`src/rtl/vga_pkg.sv`:
```
// Shared timing defaults, phase encodings and the per-pixel control bundle
// for the VGA scan path.
package vga_pkg;

  localparam int unsigned H_ACTIVE_DEF = 640;
  localparam int unsigned H_FRONT_DEF  = 16;
  localparam int unsigned H_SYNC_DEF   = 96;
  localparam int unsigned H_BACK_DEF   = 48;
  localparam int unsigned V_ACTIVE_DEF = 480;
  localparam int unsigned V_FRONT_DEF  = 10;
  localparam int unsigned V_SYNC_DEF   = 2;
  localparam int unsigned V_BACK_DEF   = 33;

  // Largest line/frame length the 11-bit counters can hold.
  localparam int unsigned MAX_TOTAL      = 2047;
  localparam int unsigned MAX_PIPE_DELAY = 7;

  localparam logic [7:0] TRANSPARENT_ENCODING = 8'hFF;

  typedef enum logic [1:0] {HAct, HFp, HSy, HBp} h_phase_t;
  typedef enum logic [1:0] {VAct, VFp, VSy, VBp} v_phase_t;

  // Raw (active-high) per-pixel control; polarity is applied at the pins.
  typedef struct packed {
    logic hsync;
    logic vsync;
    logic active;
  } scan_ctrl_t;

  localparam scan_ctrl_t SCAN_CTRL_IDLE = '{hsync: 1'b0, vsync: 1'b0, active: 1'b0};

  // RGB332 to 4:4:4 by replicating the top bits of each channel.
  function automatic logic [11:0] expand_rgb332(input logic [7:0] c);
    return {c[7:5], c[7], c[4:2], c[4], c[1:0], c[1:0]};
  endfunction

endpackage

```
`src/rtl/vga_scan_controller_if.sv`:
```
// Raster bus between the scan controller, the object drawers and the DAC pins.
interface vga_scan_controller_if;
  logic [7:0]  RGBin;
  logic [10:0] pixelX;
  logic [10:0] pixelY;
  logic        startOfFrame;
  logic        hsync;
  logic        vsync;
  logic        blankN;
  logic [3:0]  redOut;
  logic [3:0]  greenOut;
  logic [3:0]  blueOut;

  modport master (
    input  RGBin,
    output pixelX, pixelY, startOfFrame, hsync, vsync, blankN, redOut, greenOut, blueOut
  );

  modport slave (
    output RGBin,
    input  pixelX, pixelY, startOfFrame, hsync, vsync, blankN, redOut, greenOut, blueOut
  );
endinterface

```
`src/rtl/vga_delay_line.sv`:
```
// Fixed-depth shift register that delays per-pixel control to match the
// object pipeline. Depth 0 degenerates to wires.
module vga_delay_line
  import vga_pkg::*;
#(
  parameter int unsigned Depth = 1
) (
  input  logic       clk_i,
  input  logic       rst_ni,
  input  scan_ctrl_t ctrl_i,
  output scan_ctrl_t ctrl_o
);

  if (Depth > MAX_PIPE_DELAY) begin : g_bad_depth
    $error("vga_delay_line: Depth must be 0..7");
  end

  if (Depth == 0) begin : g_wire
    assign ctrl_o = ctrl_i;
  end else begin : g_shift
    scan_ctrl_t stage_q [Depth];
    scan_ctrl_t stage_d [Depth];

    // Shift one stage per pixel clock.
    always_comb begin
      stage_d[0] = ctrl_i;
      for (int i = 1; i < int'(Depth); i++) begin
        stage_d[i] = stage_q[i-1];
      end
    end

    // Reset flushes every stage to blank with sync inactive.
    always_ff @(posedge clk_i or negedge rst_ni) begin
      if (!rst_ni) begin
        for (int i = 0; i < int'(Depth); i++) begin
          stage_q[i] <= SCAN_CTRL_IDLE;
        end
      end else begin
        for (int i = 0; i < int'(Depth); i++) begin
          stage_q[i] <= stage_d[i];
        end
      end
    end

    assign ctrl_o = stage_q[Depth-1];
  end

endmodule

```
`src/rtl/vga_scan_controller.sv`:
```
// VGA raster master: issues pixelX/pixelY, decodes sync/active from two phase
// FSMs, delays that control to meet the returning RGBin and drives the pins.
module vga_scan_controller
  import vga_pkg::*;
#(
  parameter int unsigned H_ACTIVE         = H_ACTIVE_DEF,
  parameter int unsigned H_FRONT          = H_FRONT_DEF,
  parameter int unsigned H_SYNC           = H_SYNC_DEF,
  parameter int unsigned H_BACK           = H_BACK_DEF,
  parameter int unsigned V_ACTIVE         = V_ACTIVE_DEF,
  parameter int unsigned V_FRONT          = V_FRONT_DEF,
  parameter int unsigned V_SYNC           = V_SYNC_DEF,
  parameter int unsigned V_BACK           = V_BACK_DEF,
  parameter bit          SYNC_ACTIVE_LOW  = 1'b1,
  parameter int unsigned PIPE_DELAY       = 1,
  parameter logic [7:0]  BACKGROUND_COLOR = 8'h00
) (
  input  logic                   clk,
  input  logic                   resetN,
  vga_scan_controller_if.master  bus
);

  localparam int unsigned H_TOTAL = H_ACTIVE + H_FRONT + H_SYNC + H_BACK;
  localparam int unsigned V_TOTAL = V_ACTIVE + V_FRONT + V_SYNC + V_BACK;

  if (H_TOTAL > MAX_TOTAL) begin : g_bad_h_total
    $error("vga_scan_controller: H_TOTAL exceeds 2047");
  end
  if (V_TOTAL > MAX_TOTAL) begin : g_bad_v_total
    $error("vga_scan_controller: V_TOTAL exceeds 2047");
  end
  if (PIPE_DELAY > MAX_PIPE_DELAY) begin : g_bad_pipe
    $error("vga_scan_controller: PIPE_DELAY must be 0..7");
  end

  localparam logic [10:0] H_LAST     = 11'(H_TOTAL - 1);
  localparam logic [10:0] H_FP_START = 11'(H_ACTIVE);
  localparam logic [10:0] H_SY_START = 11'(H_ACTIVE + H_FRONT);
  localparam logic [10:0] H_BP_START = 11'(H_ACTIVE + H_FRONT + H_SYNC);
  localparam logic [10:0] V_LAST     = 11'(V_TOTAL - 1);
  localparam logic [10:0] V_FP_START = 11'(V_ACTIVE);
  localparam logic [10:0] V_SY_START = 11'(V_ACTIVE + V_FRONT);
  localparam logic [10:0] V_BP_START = 11'(V_ACTIVE + V_FRONT + V_SYNC);
  localparam logic        SYNC_IDLE  = SYNC_ACTIVE_LOW;

  // hcount/vcount hold the coordinate to be issued on the next clock;
  // pixel_x/y and the phase registers describe the coordinate on the bus now.
  logic [10:0] hcount_q, hcount_d;
  logic [10:0] vcount_q, vcount_d;
  logic [10:0] pixel_x_q, pixel_y_q;
  h_phase_t    h_phase_q, h_phase_d;
  v_phase_t    v_phase_q, v_phase_d;
  logic        sof_q, sof_d;
  logic        line_start;

  scan_ctrl_t  ctrl_raw, ctrl_dly;

  logic        hsync_q, hsync_d;
  logic        vsync_q, vsync_d;
  logic        blank_n_q, blank_n_d;
  logic [11:0] rgb_q, rgb_d;
  logic [7:0]  pix_color;

  // Raster counters and phase FSM next-state.
  always_comb begin
    hcount_d  = (hcount_q == H_LAST) ? '0 : hcount_q + 11'd1;
    vcount_d  = vcount_q;
    if (hcount_q == H_LAST) begin
      vcount_d = (vcount_q == V_LAST) ? '0 : vcount_q + 11'd1;
    end

    h_phase_d = h_phase_q;
    case (h_phase_q)
      HAct:    if (hcount_q == H_FP_START) h_phase_d = HFp;
      HFp:     if (hcount_q == H_SY_START) h_phase_d = HSy;
      HSy:     if (hcount_q == H_BP_START) h_phase_d = HBp;
      HBp:     if (hcount_q == '0)         h_phase_d = HAct;
      default: h_phase_d = HBp;
    endcase

    // A new line is about to be issued exactly when hcount has wrapped to 0.
    line_start = (hcount_q == '0);
    v_phase_d  = v_phase_q;
    if (line_start) begin
      case (v_phase_q)
        VAct:    if (vcount_q == V_FP_START) v_phase_d = VFp;
        VFp:     if (vcount_q == V_SY_START) v_phase_d = VSy;
        VSy:     if (vcount_q == V_BP_START) v_phase_d = VBp;
        VBp:     if (vcount_q == '0)         v_phase_d = VAct;
        default: v_phase_d = VAct;
      endcase
    end

    sof_d = (v_phase_q == VAct) && (v_phase_d == VFp);
  end

  // Scan state; the reset pixel is held in back porch so no phantom pixel or
  // partial sync is emitted before (0,0).
  always_ff @(posedge clk or negedge resetN) begin
    if (!resetN) begin
      hcount_q  <= '0;
      vcount_q  <= '0;
      pixel_x_q <= '0;
      pixel_y_q <= '0;
      h_phase_q <= HBp;
      v_phase_q <= VAct;
      sof_q     <= 1'b0;
    end else begin
      hcount_q  <= hcount_d;
      vcount_q  <= vcount_d;
      pixel_x_q <= hcount_q;
      pixel_y_q <= vcount_q;
      h_phase_q <= h_phase_d;
      v_phase_q <= v_phase_d;
      sof_q     <= sof_d;
    end
  end

  // Per-pixel control decoded purely from the phase FSMs.
  always_comb begin
    ctrl_raw        = SCAN_CTRL_IDLE;
    ctrl_raw.hsync  = (h_phase_q == HSy);
    ctrl_raw.vsync  = (v_phase_q == VSy);
    ctrl_raw.active = (h_phase_q == HAct) && (v_phase_q == VAct);
  end

  vga_delay_line #(
    .Depth (PIPE_DELAY)
  ) u_delay_line (
    .clk_i  (clk),
    .rst_ni (resetN),
    .ctrl_i (ctrl_raw),
    .ctrl_o (ctrl_dly)
  );

  // Pin values: polarity, blanking and transparent-to-background substitution.
  always_comb begin
    hsync_d   = SYNC_ACTIVE_LOW ? ~ctrl_dly.hsync : ctrl_dly.hsync;
    vsync_d   = SYNC_ACTIVE_LOW ? ~ctrl_dly.vsync : ctrl_dly.vsync;
    blank_n_d = ctrl_dly.active;
    pix_color = (bus.RGBin == TRANSPARENT_ENCODING) ? BACKGROUND_COLOR : bus.RGBin;
    rgb_d     = ctrl_dly.active ? expand_rgb332(pix_color) : '0;
  end

  // Output register driving the monitor pins.
  always_ff @(posedge clk or negedge resetN) begin
    if (!resetN) begin
      hsync_q   <= SYNC_IDLE;
      vsync_q   <= SYNC_IDLE;
      blank_n_q <= 1'b0;
      rgb_q     <= '0;
    end else begin
      hsync_q   <= hsync_d;
      vsync_q   <= vsync_d;
      blank_n_q <= blank_n_d;
      rgb_q     <= rgb_d;
    end
  end

  assign bus.pixelX       = pixel_x_q;
  assign bus.pixelY       = pixel_y_q;
  assign bus.startOfFrame = sof_q;
  assign bus.hsync        = hsync_q;
  assign bus.vsync        = vsync_q;
  assign bus.blankN       = blank_n_q;
  assign bus.redOut       = rgb_q[11:8];
  assign bus.greenOut     = rgb_q[7:4];
  assign bus.blueOut      = rgb_q[3:0];

endmodule

```
`src/flat_wrapper.sv`:
```
// flat-port wrapper written by rule: the top's interface ports become plain ports
module vga_scan_controller_flat import vga_pkg::*;
#(
  parameter int unsigned H_ACTIVE         = H_ACTIVE_DEF,
  parameter int unsigned H_FRONT          = H_FRONT_DEF,
  parameter int unsigned H_SYNC           = H_SYNC_DEF,
  parameter int unsigned H_BACK           = H_BACK_DEF,
  parameter int unsigned V_ACTIVE         = V_ACTIVE_DEF,
  parameter int unsigned V_FRONT          = V_FRONT_DEF,
  parameter int unsigned V_SYNC           = V_SYNC_DEF,
  parameter int unsigned V_BACK           = V_BACK_DEF,
  parameter bit          SYNC_ACTIVE_LOW  = 1'b1,
  parameter int unsigned PIPE_DELAY       = 1,
  parameter logic [7:0]  BACKGROUND_COLOR = 8'h00
)
  (clk, resetN, bus_RGBin, bus_pixelX, bus_pixelY, bus_startOfFrame, bus_hsync, bus_vsync, bus_blankN, bus_redOut, bus_greenOut, bus_blueOut);
  vga_scan_controller_if bus_i ();
  input  logic clk;
  input  logic resetN;
  input wire logic [$bits(bus_i.RGBin)-1:0] bus_RGBin;
  output wire logic [$bits(bus_i.pixelX)-1:0] bus_pixelX;
  output wire logic [$bits(bus_i.pixelY)-1:0] bus_pixelY;
  output wire logic [$bits(bus_i.startOfFrame)-1:0] bus_startOfFrame;
  output wire logic [$bits(bus_i.hsync)-1:0] bus_hsync;
  output wire logic [$bits(bus_i.vsync)-1:0] bus_vsync;
  output wire logic [$bits(bus_i.blankN)-1:0] bus_blankN;
  output wire logic [$bits(bus_i.redOut)-1:0] bus_redOut;
  output wire logic [$bits(bus_i.greenOut)-1:0] bus_greenOut;
  output wire logic [$bits(bus_i.blueOut)-1:0] bus_blueOut;
  assign bus_i.RGBin = bus_RGBin;
  assign bus_pixelX = bus_i.pixelX;
  assign bus_pixelY = bus_i.pixelY;
  assign bus_startOfFrame = bus_i.startOfFrame;
  assign bus_hsync = bus_i.hsync;
  assign bus_vsync = bus_i.vsync;
  assign bus_blankN = bus_i.blankN;
  assign bus_redOut = bus_i.redOut;
  assign bus_greenOut = bus_i.greenOut;
  assign bus_blueOut = bus_i.blueOut;
  vga_scan_controller #(.H_ACTIVE(H_ACTIVE), .H_FRONT(H_FRONT), .H_SYNC(H_SYNC), .H_BACK(H_BACK), .V_ACTIVE(V_ACTIVE), .V_FRONT(V_FRONT), .V_SYNC(V_SYNC), .V_BACK(V_BACK), .SYNC_ACTIVE_LOW(SYNC_ACTIVE_LOW), .PIPE_DELAY(PIPE_DELAY), .BACKGROUND_COLOR(BACKGROUND_COLOR)) u_core (.clk(clk), .resetN(resetN), .bus(bus_i));
endmodule
```
`config.mk`:
```
export PLATFORM = sky130hd
export DESIGN_NAME = vga_scan_controller_flat
export DESIGN_NICKNAME = d
export VERILOG_FILES = /design/src/rtl/vga_pkg.sv /design/src/rtl/vga_scan_controller_if.sv /design/src/rtl/vga_delay_line.sv /design/src/rtl/vga_scan_controller.sv /design/src/flat_wrapper.sv
export SDC_FILE = /design/constraint.sdc
export NUM_CORES = 1
export LEC_CHECK = 0
export CORE_ASPECT_RATIO = 1.2
export CORE_MARGIN = 5
export CORE_UTILIZATION = 30
export DETAILED_ROUTE_END_ITERATION = 12
export HOLD_SLACK_MARGIN = 0.02
export PLACE_DENSITY = 0.58
export SYNTH_ARGS = -nofsm -noshare
export SYNTH_HDL_FRONTEND = slang
export SYNTH_SLANG_ARGS = --single-unit
```
`constraint.sdc`:
```
create_clock -name clk -period 2.9 [get_ports clk]
set_input_delay 0.29 -clock clk [delete_from_list [all_inputs] [get_ports clk]]
set_output_delay 0.29 -clock clk [all_outputs]
set_load 0.01 [all_outputs]
```
==> impl_metrics.py, run 1 <==
metrics = {
    "outcome": {
        "status": "completed",
    },
    "logic_synthesis": {
        "synth_edf_count": 0,
        "synthFlopType": "dfrtp_1",
        "synth-seq-cells": 63,
        "async_flop_share_pct": 100,
        "seq_area_frac_synth_pct": 62.1,
        "yosysWarnings": 0,
        "avgSynthCellArea_sq_um": 12.2,
        "synthDistinctLibCells": 43,
        "synth_top_area_share_pct": 58.0,
        "synth_area_leaders": "dfrtp_1, ha_1, dfstp_2",
        "synthCells": 208,
        "synth_top_cell_by_area": "dfrtp_1",
        "syn-cell-area_sq_mm": 0.00255,
        "synth_nets": 227,
    },
    "sta": {
        "finalCriticalPeriod_ns": 2.27,
        "worst_pin_slew_ns": 0.577,
        "worst_hold_slack_ns": 0.347,
        "slew_violations": 0,
        "rsz0062_at_grt": "false",
        "finalHoldViolCount": 0,
        "post-route-period-util_pct": 78.4,
        "tns_ns": 0,
        "final-setup-viol-count": 0,
        "slew_headroom_pct": 61.2,
        "fin_skew_ns": 0.00862,
        "fmaxAchievable_ghz": 0.440,
    },
    "clocking": {
        "path_clk_slew_ns": 0.07,
        "cts_sinks": 63,
        "htree_levels": 3,
        "tritoncts": "yes",
        "cts_made_buffers": 9,
        "cts_resized": 0,
        "root_buffer": "clkbuf_8",
        "post_cts_buffers": 0,
        "clock_latency_ns": 0.33,
        "clockBufferDepth": 2,
    },
    "final_layout": {
        "area_growth_pct": 31.1,
        "seqCellArea_sq_mm": 0.00158,
        "drive_gt1_share_pct": 10.6,
        "fillCellCount": 842,
        "design_area_sq_mm": 0.00334,
        "multi_input_area_sq_um": 866,
        "nets": 278,
        "antenna_cells": 0,
        "final_cell_mix": "dfrtp_1, clkdlybuf4s50_1, nand3_1, nor2_1",
        "final_common_cell": "dfrtp_1",
    },
    "setup_path": {
        "cp_max_fo": 5,
        "startpoint_type": "flip-flop",
        "worstPathCellList": "inv_1, ha_1, or4b_4, nor4b_4, o221ai_1, a21oi_2, mux2_2",
        "cp_slowest_stage_delay_ns": 0.48,
        "crit_family": "simple AND/OR/NAND/NOR gates",
        "crit_buf_inv": 1,
        "critical_path_class": "flip-flop to flip-flop",
        "worst_ep_arrival_time_ns": 2.53,
        "r2r_start": "u_core.hcount_q[0]$_DFF_PN0_",
        "endpoint_kind": "flip-flop",
        "crit_slowest_cell": "or4b_4",
        "required_ns": 3.16,
        "critPathLaunch": "u_core.hcount_q[0]$_DFF_PN0_",
    },
    "drt": {
        "antenna_left": 0,
        "drt_iter0_markers": 39,
        "drc_errors": 0,
        "route.met2.wl_um": 2360,
        "vias": 1721,
        "vias_per_cell": 4.55,
        "route.met3.wl_um": 289,
        "routed.top_layer": "met4",
        "wirelength_um": 4810,
        "wire_per_inst_um": 12.7,
        "drtPass1Iterations": 3,
        "met1Wirelength_um": 2100,
    },
    "global_routing": {
        "first_global_vias": 1704,
        "grt_pass1_wl_um": 8180,
        "grt_usage_pct": 10.0,
        "grt_max_degree": 39,
        "antenna_found_initial": 0,
        "grt_overflow": 0,
    },
    "power": {
        "ir_drop_uv": 340,
        "cellPowerDensity_mw_per_mm2": 533,
        "leakagePower_nw": 1.46,
    },
    "placed_design": {
        "post_dp_cell_area_sq_mm": 0.00310,
        "gp_congestion": 0.799,
        "place_hpwl_um": 3460,
        "port_buffers": 47,
    },
    "floorplan": {
        "core_area_sq_mm": 0.00820,
        "ios": 48,
        "dieHeight_um": 111,
        "die_x_um": 94.1,
        "fp.dieArea_sq_mm": 0.0104,
        "start_util_pct": 31.1,
        "core.rowCount": 36,
    },
    "worst_hold_path": {
        "hp-class": "input pin to asynchronous set/reset pin",
    },
    "flow_run": {
        "maxCapViolCount": 0,
    },
}
-- cells in the mapped netlist, drive strengths merged, types with 2 or more instances --
master,number
or3,2
and2,12
buf,5
dfrtp,59
dfstp,4
or4b,2
o21ai,6
nand3,12
xnor2,7
nor4,4
clkbuf,5
ha,9
nand2,11
inv,9
and4,4
nor2,12
nor3,5
a21oi,4
xor2,7
and3,4
nand4,10
-- path summary, 6_finish.rpt --
check                                                   to  slack (ns)  cells past startpoint
setup / recovery           u_core.h_phase_q[1]$_DFFE_PN1P_        0.63                      7
hold / removal                   u_core.rgb_q[6]$_DFF_PN0_        0.35                      2
setup reg to reg           u_core.h_phase_q[1]$_DFFE_PN1P_        0.63                      7
hold reg to reg                 u_core.bus.hsync$_DFF_PN1_        0.35                      1
max in group asynchronous  u_core.h_phase_q[1]$_DFFE_PN1P_        1.80                      3
min in group clk                u_core.bus.hsync$_DFF_PN1_        0.35                      1
-- per-layer routing --
| layer | up-vias | track usage [%] |
|---|---|---|
| met5 | - | 0 |
| met4 | 0 | 4.05 |
| met3 | 7 | 4.07 |
| met2 | 38 | 15.6 |
| met1 | 849 | 12.2 |
| li1 | 827 | - |
-- state kept, by name, indices dropped and copies added, names as in the netlist, 2 cells and up --
register                    count
u_core.h_phase_q                2
u_core.bus.pixelX              11
u_core.vcount_q                11
u_core.u_delay_line.ctrl_o      3
u_core.rgb_q                    8
u_core.v_phase_q                2
u_core.bus.pixelY              11
u_core.hcount_q                11
-- through the flow --
stage               util (%)  worst slack, ns  total power, mW  cells
floorplan                  -            0.789            0.916    208
global placement        37.9            0.713            0.962    361
detailed placement      37.9            0.640            0.963    361
CTS                     40.7            0.628             1.81    378
global route            40.7            0.518             1.86    378
finish                  40.7            0.626             1.78    378
-- worst reg2reg max path: stages, from the launching register on --
cell	delay, ns
dfrtp_1	0.42
inv_1	0.09
ha_1	0.14
or4b_4	0.48
nor4b_4	0.34
o221ai_1	0.21
a21oi_2	0.18
mux2_2	0.35
-- repair_timing --
item,in CTS,in global routing
endpoints found under the hold margin,9,0
endpoints found under the setup margin,0,0
hold buffers,1,0
-- layout make-up --
class                   count  area share [%]
clock buffers              11            4.24
clock inverters             5            2.44
inverters                   9            1.01
multi-input cells         126            25.9
flip-flops and latches     63            47.4
well taps                 114            4.27
repair buffers             50            14.7
-- logic make-up after synthesis --
| logic type | after synthesis | share of synthesized area [%] |
|---|---|---|
| adders and majority gates | 9 | 4.42 |
| buffers and inverters | 19 | 3.88 |
| AOI/OAI and AO/OA | 17 | 4.62 |
| muxes | 1 | 0.442 |
| and+or+nand+nor | 85 | 19.7 |
| xor gates and xnor gates | 14 | 4.82 |
| DFF | 63 | 62.1 |
-- where the power goes --
part,internal (mW),switching [mW],leakage [nW]
sequential,0.885,0.00195,0.813
clock,0.507,0.327,0.110
combinational,0.0300,0.0281,0.536
total,1.42,0.357,1.46
(Power assumes the default switching activity.)
==> run 2: changes to the inputs <==
--- a/config.mk
+++ b/config.mk
@@ -10,7 +10,7 @@
 export CORE_UTILIZATION = 30
 export DETAILED_ROUTE_END_ITERATION = 12
 export HOLD_SLACK_MARGIN = 0.02
-export PLACE_DENSITY = 0.58
+export PLACE_DENSITY = 0.6
 export SYNTH_ARGS = -nofsm -noshare
 export SYNTH_HDL_FRONTEND = slang
 export SYNTH_SLANG_ARGS = --single-unit
==> constraint.sdc (replaced) <==
create_clock -name clk -period 1.9 [get_ports clk]
set_input_delay 0.19 -clock clk [delete_from_list [all_inputs] [get_ports clk]]
set_output_delay 0.19 -clock clk [all_outputs]
set_load 0.01 [all_outputs]
==> run 2 against run 1 <==
The run now ends with negative setup slack left; die area unchanged; clock power up 32%; clock skew down 0.0032 ns; register-to-register slack worse by 0.86 ns; critical path type unchanged; largest power group unchanged; highest routed layer unchanged.
==> impl_metrics.py, run 2 (same netlist as run 1, synthesis figures left out) <==
metrics = {
    "outcome": {
        "status": "finished, violations left",
        "failed_checks": "negative setup slack",
    },
    "sta": {
        "fmaxAchievable_ghz": 0.468,
        "rsz0062_at_grt": "true",
        "worst_hold_slack_ns": 0.326,
        "slew_violations": 0,
        "post-route-period-util_pct": 113,
        "worst_pin_slew_ns": 0.509,
        "finalCriticalPeriod_ns": 2.14,
        "finalWorstSetupSlack_ns": -0.238,
        "finalHoldViolCount": 0,
        "final-setup-viol-count": 5,
        "fin_skew_ns": 0.00541,
        "slew_headroom_pct": 65.7,
    },
    "final_layout": {
        "final_cell_mix": "dfrtp_1, clkdlybuf4s50_1, buf_4",
        "fillCellCount": 813,
        "nets": 303,
        "area_growth_pct": 40.0,
        "multi_input_area_sq_um": 921,
        "drive_gt1_share_pct": 21.8,
        "final_common_cell": "dfrtp_1",
        "seqCellArea_sq_mm": 0.00158,
        "antenna_cells": 0,
    },
    "global_routing": {
        "grt_pass1_wl_um": 8920,
        "antenna_found_initial": 0,
        "grt_usage_pct": 10.9,
        "first_global_vias": 1879,
        "grt_max_degree": 25,
        "grt_overflow": 0,
    },
    "placed_design": {
        "port_buffers": 47,
        "place_hpwl_um": 3760,
        "gp_congestion": 0.830,
    },
    "setup_path": {
        "cp_max_fo": 3,
        "critical_path_class": "flip-flop to flip-flop",
        "startpoint_type": "flip-flop",
        "required_ns": 2.17,
        "worstPathCellList": "inv_2, ha_4, or4b_4, nor4b_4, o221ai_2, a21oi_2, mux2_4",
        "cp_slowest_stage_delay_ns": 0.48,
        "endpoint_kind": "flip-flop",
        "crit_family": "simple AND/OR/NAND/NOR gates",
        "crit_buf_inv": 1,
        "worst_ep_arrival_time_ns": 2.40,
        "crit_slowest_cell": "or4b_4",
    },
    "clocking": {
        "cts_made_buffers": 9,
        "root_buffer": "clkbuf_8",
        "path_clk_slew_ns": 0.07,
        "cts_sinks": 63,
        "htree_levels": 3,
        "clockBufferDepth": 2,
        "clock_latency_ns": 0.33,
        "tritoncts": "yes",
    },
    "flow_run": {
        "maxCapViolCount": 0,
    },
    "drt": {
        "vias_per_cell": 4.48,
        "drtPass1Iterations": 4,
        "antenna_left": 0,
        "vias": 1804,
        "drc_errors": 0,
        "wire_per_inst_um": 12.8,
        "drt_iter0_markers": 68,
        "wirelength_um": 5170,
    },
    "floorplan": {
        "die_x_um": 94.1,
        "fp.dieArea_sq_mm": 0.0104,
        "start_util_pct": 31.1,
        "core_area_sq_mm": 0.00820,
        "dieHeight_um": 111,
        "core.rowCount": 36,
        "ios": 48,
    },
    "worst_hold_path": {
        "hp-class": "input pin to asynchronous set/reset pin",
    },
    "power": {
        "leakagePower_nw": 1.58,
        "cellPowerDensity_mw_per_mm2": 714,
        "ir_drop_uv": 347,
        "p_total_mw": 2.55,
    },
}
-- run 2: changes by cell type in the layout (fill, tap and decap cells not counted), moves of 2 or more --
| cell | delta |
|---|---|
| nor3_1 | -2 |
| inv_2 | +2 |
| inv_1 | -2 |
| buf_4 | +24 |
| clkbuf_8 | +3 |
| bufinv_16 | -2 |
| nor3_2 | +2 |
-- run 2: worst reg2reg max path: cells and delay by family, from the launching register on --
kind	cells	cell delay [ns]
simple gates	2	0.84
flops	1	0.39
compound gates	2	0.32
buf+inv	1	0.09
fa+ha+maj	1	0.12
mux	1	0.31
-- run 2: metal layers --
layer | up-vias | wire length, um | share of wire [%] | global-route usage [%]
li1 | 874 | - | - | -
met1 | 881 | 2180 | 42 | 13.0
met2 | 41 | 2650 | 51 | 17.7
met3 | 8 | 272 | 5.3 | 4.28
met4 | 0 | 58 | 1.1 | 4.05
met5 | - | 0 | 0 | 0
-- run 2: cell type report --
cell class,instances,share of cell area [%]
flip-flops and latches,63,44.4
multi-input cells,126,25.8
repair buffers,75,19.4
clock buffers,14,5.12
well taps,114,4.00
inverters,9,0.948
clock inverters,2,0.351
-- run 2: final timing paths --
path                            depth (start not counted)                              end  slack [ns]                                     from
worst max-delay path                                    7  u_core.h_phase_q[1]$_DFFE_PN1P_       -0.24             u_core.hcount_q[1]$_DFF_PN0_
worst min-delay path                                    2        u_core.rgb_q[6]$_DFF_PN0_        0.33                                   resetN
worst max register to register                          7  u_core.h_phase_q[1]$_DFFE_PN1P_       -0.24             u_core.hcount_q[1]$_DFF_PN0_
worst min register to register                          1       u_core.bus.vsync$_DFF_PN1_        0.35  u_core.u_delay_line.ctrl_o[1]$_DFF_PN0_
max in group asynchronous                               3   u_core.vcount_q[9]$_DFFE_PN0N_        0.95                                   resetN
min in group clk                                        1       u_core.bus.vsync$_DFF_PN1_        0.35  u_core.u_delay_line.ctrl_o[1]$_DFF_PN0_
-- run 2: timing repair --
action	4_1_cts	5_1_grt
setup buffers	4	1
hold buffers	1	0
pin swaps	4	6
endpoints found under the setup margin	3	9
hold endpoints to repair	14	0
gates resized for setup	6	8
-- run 2: power by group --
part | leakage (nW) | switching [mW] | internal (mW)
Clock | 0.0987 | 0.485 | 0.614
Sequential | 0.813 | 0.00310 | 1.35
Combinational | 0.668 | 0.0437 | 0.0486
Total | 1.58 | 0.531 | 2.01
-- run 2: per-stage QoR --
| step | setup TNS [ns] | cell area (sq um) | instances | setup WS, ns | util (%) |
|---|---|---|---|---|---|
| floorplan | -0.423 | 2550 | 208 | -0.203 | - |
| global placement | -0.457 | 3280 | 382 | -0.221 | 40.0 |
| detailed placement | -0.612 | 3280 | 382 | -0.279 | 40.0 |
| CTS | -0.607 | 3530 | 403 | -0.228 | 43.1 |
| global route | -1.46 | 3560 | 403 | -0.353 | 43.5 |
| finish | -0.688 | 3560 | 403 | -0.238 | 43.5 |
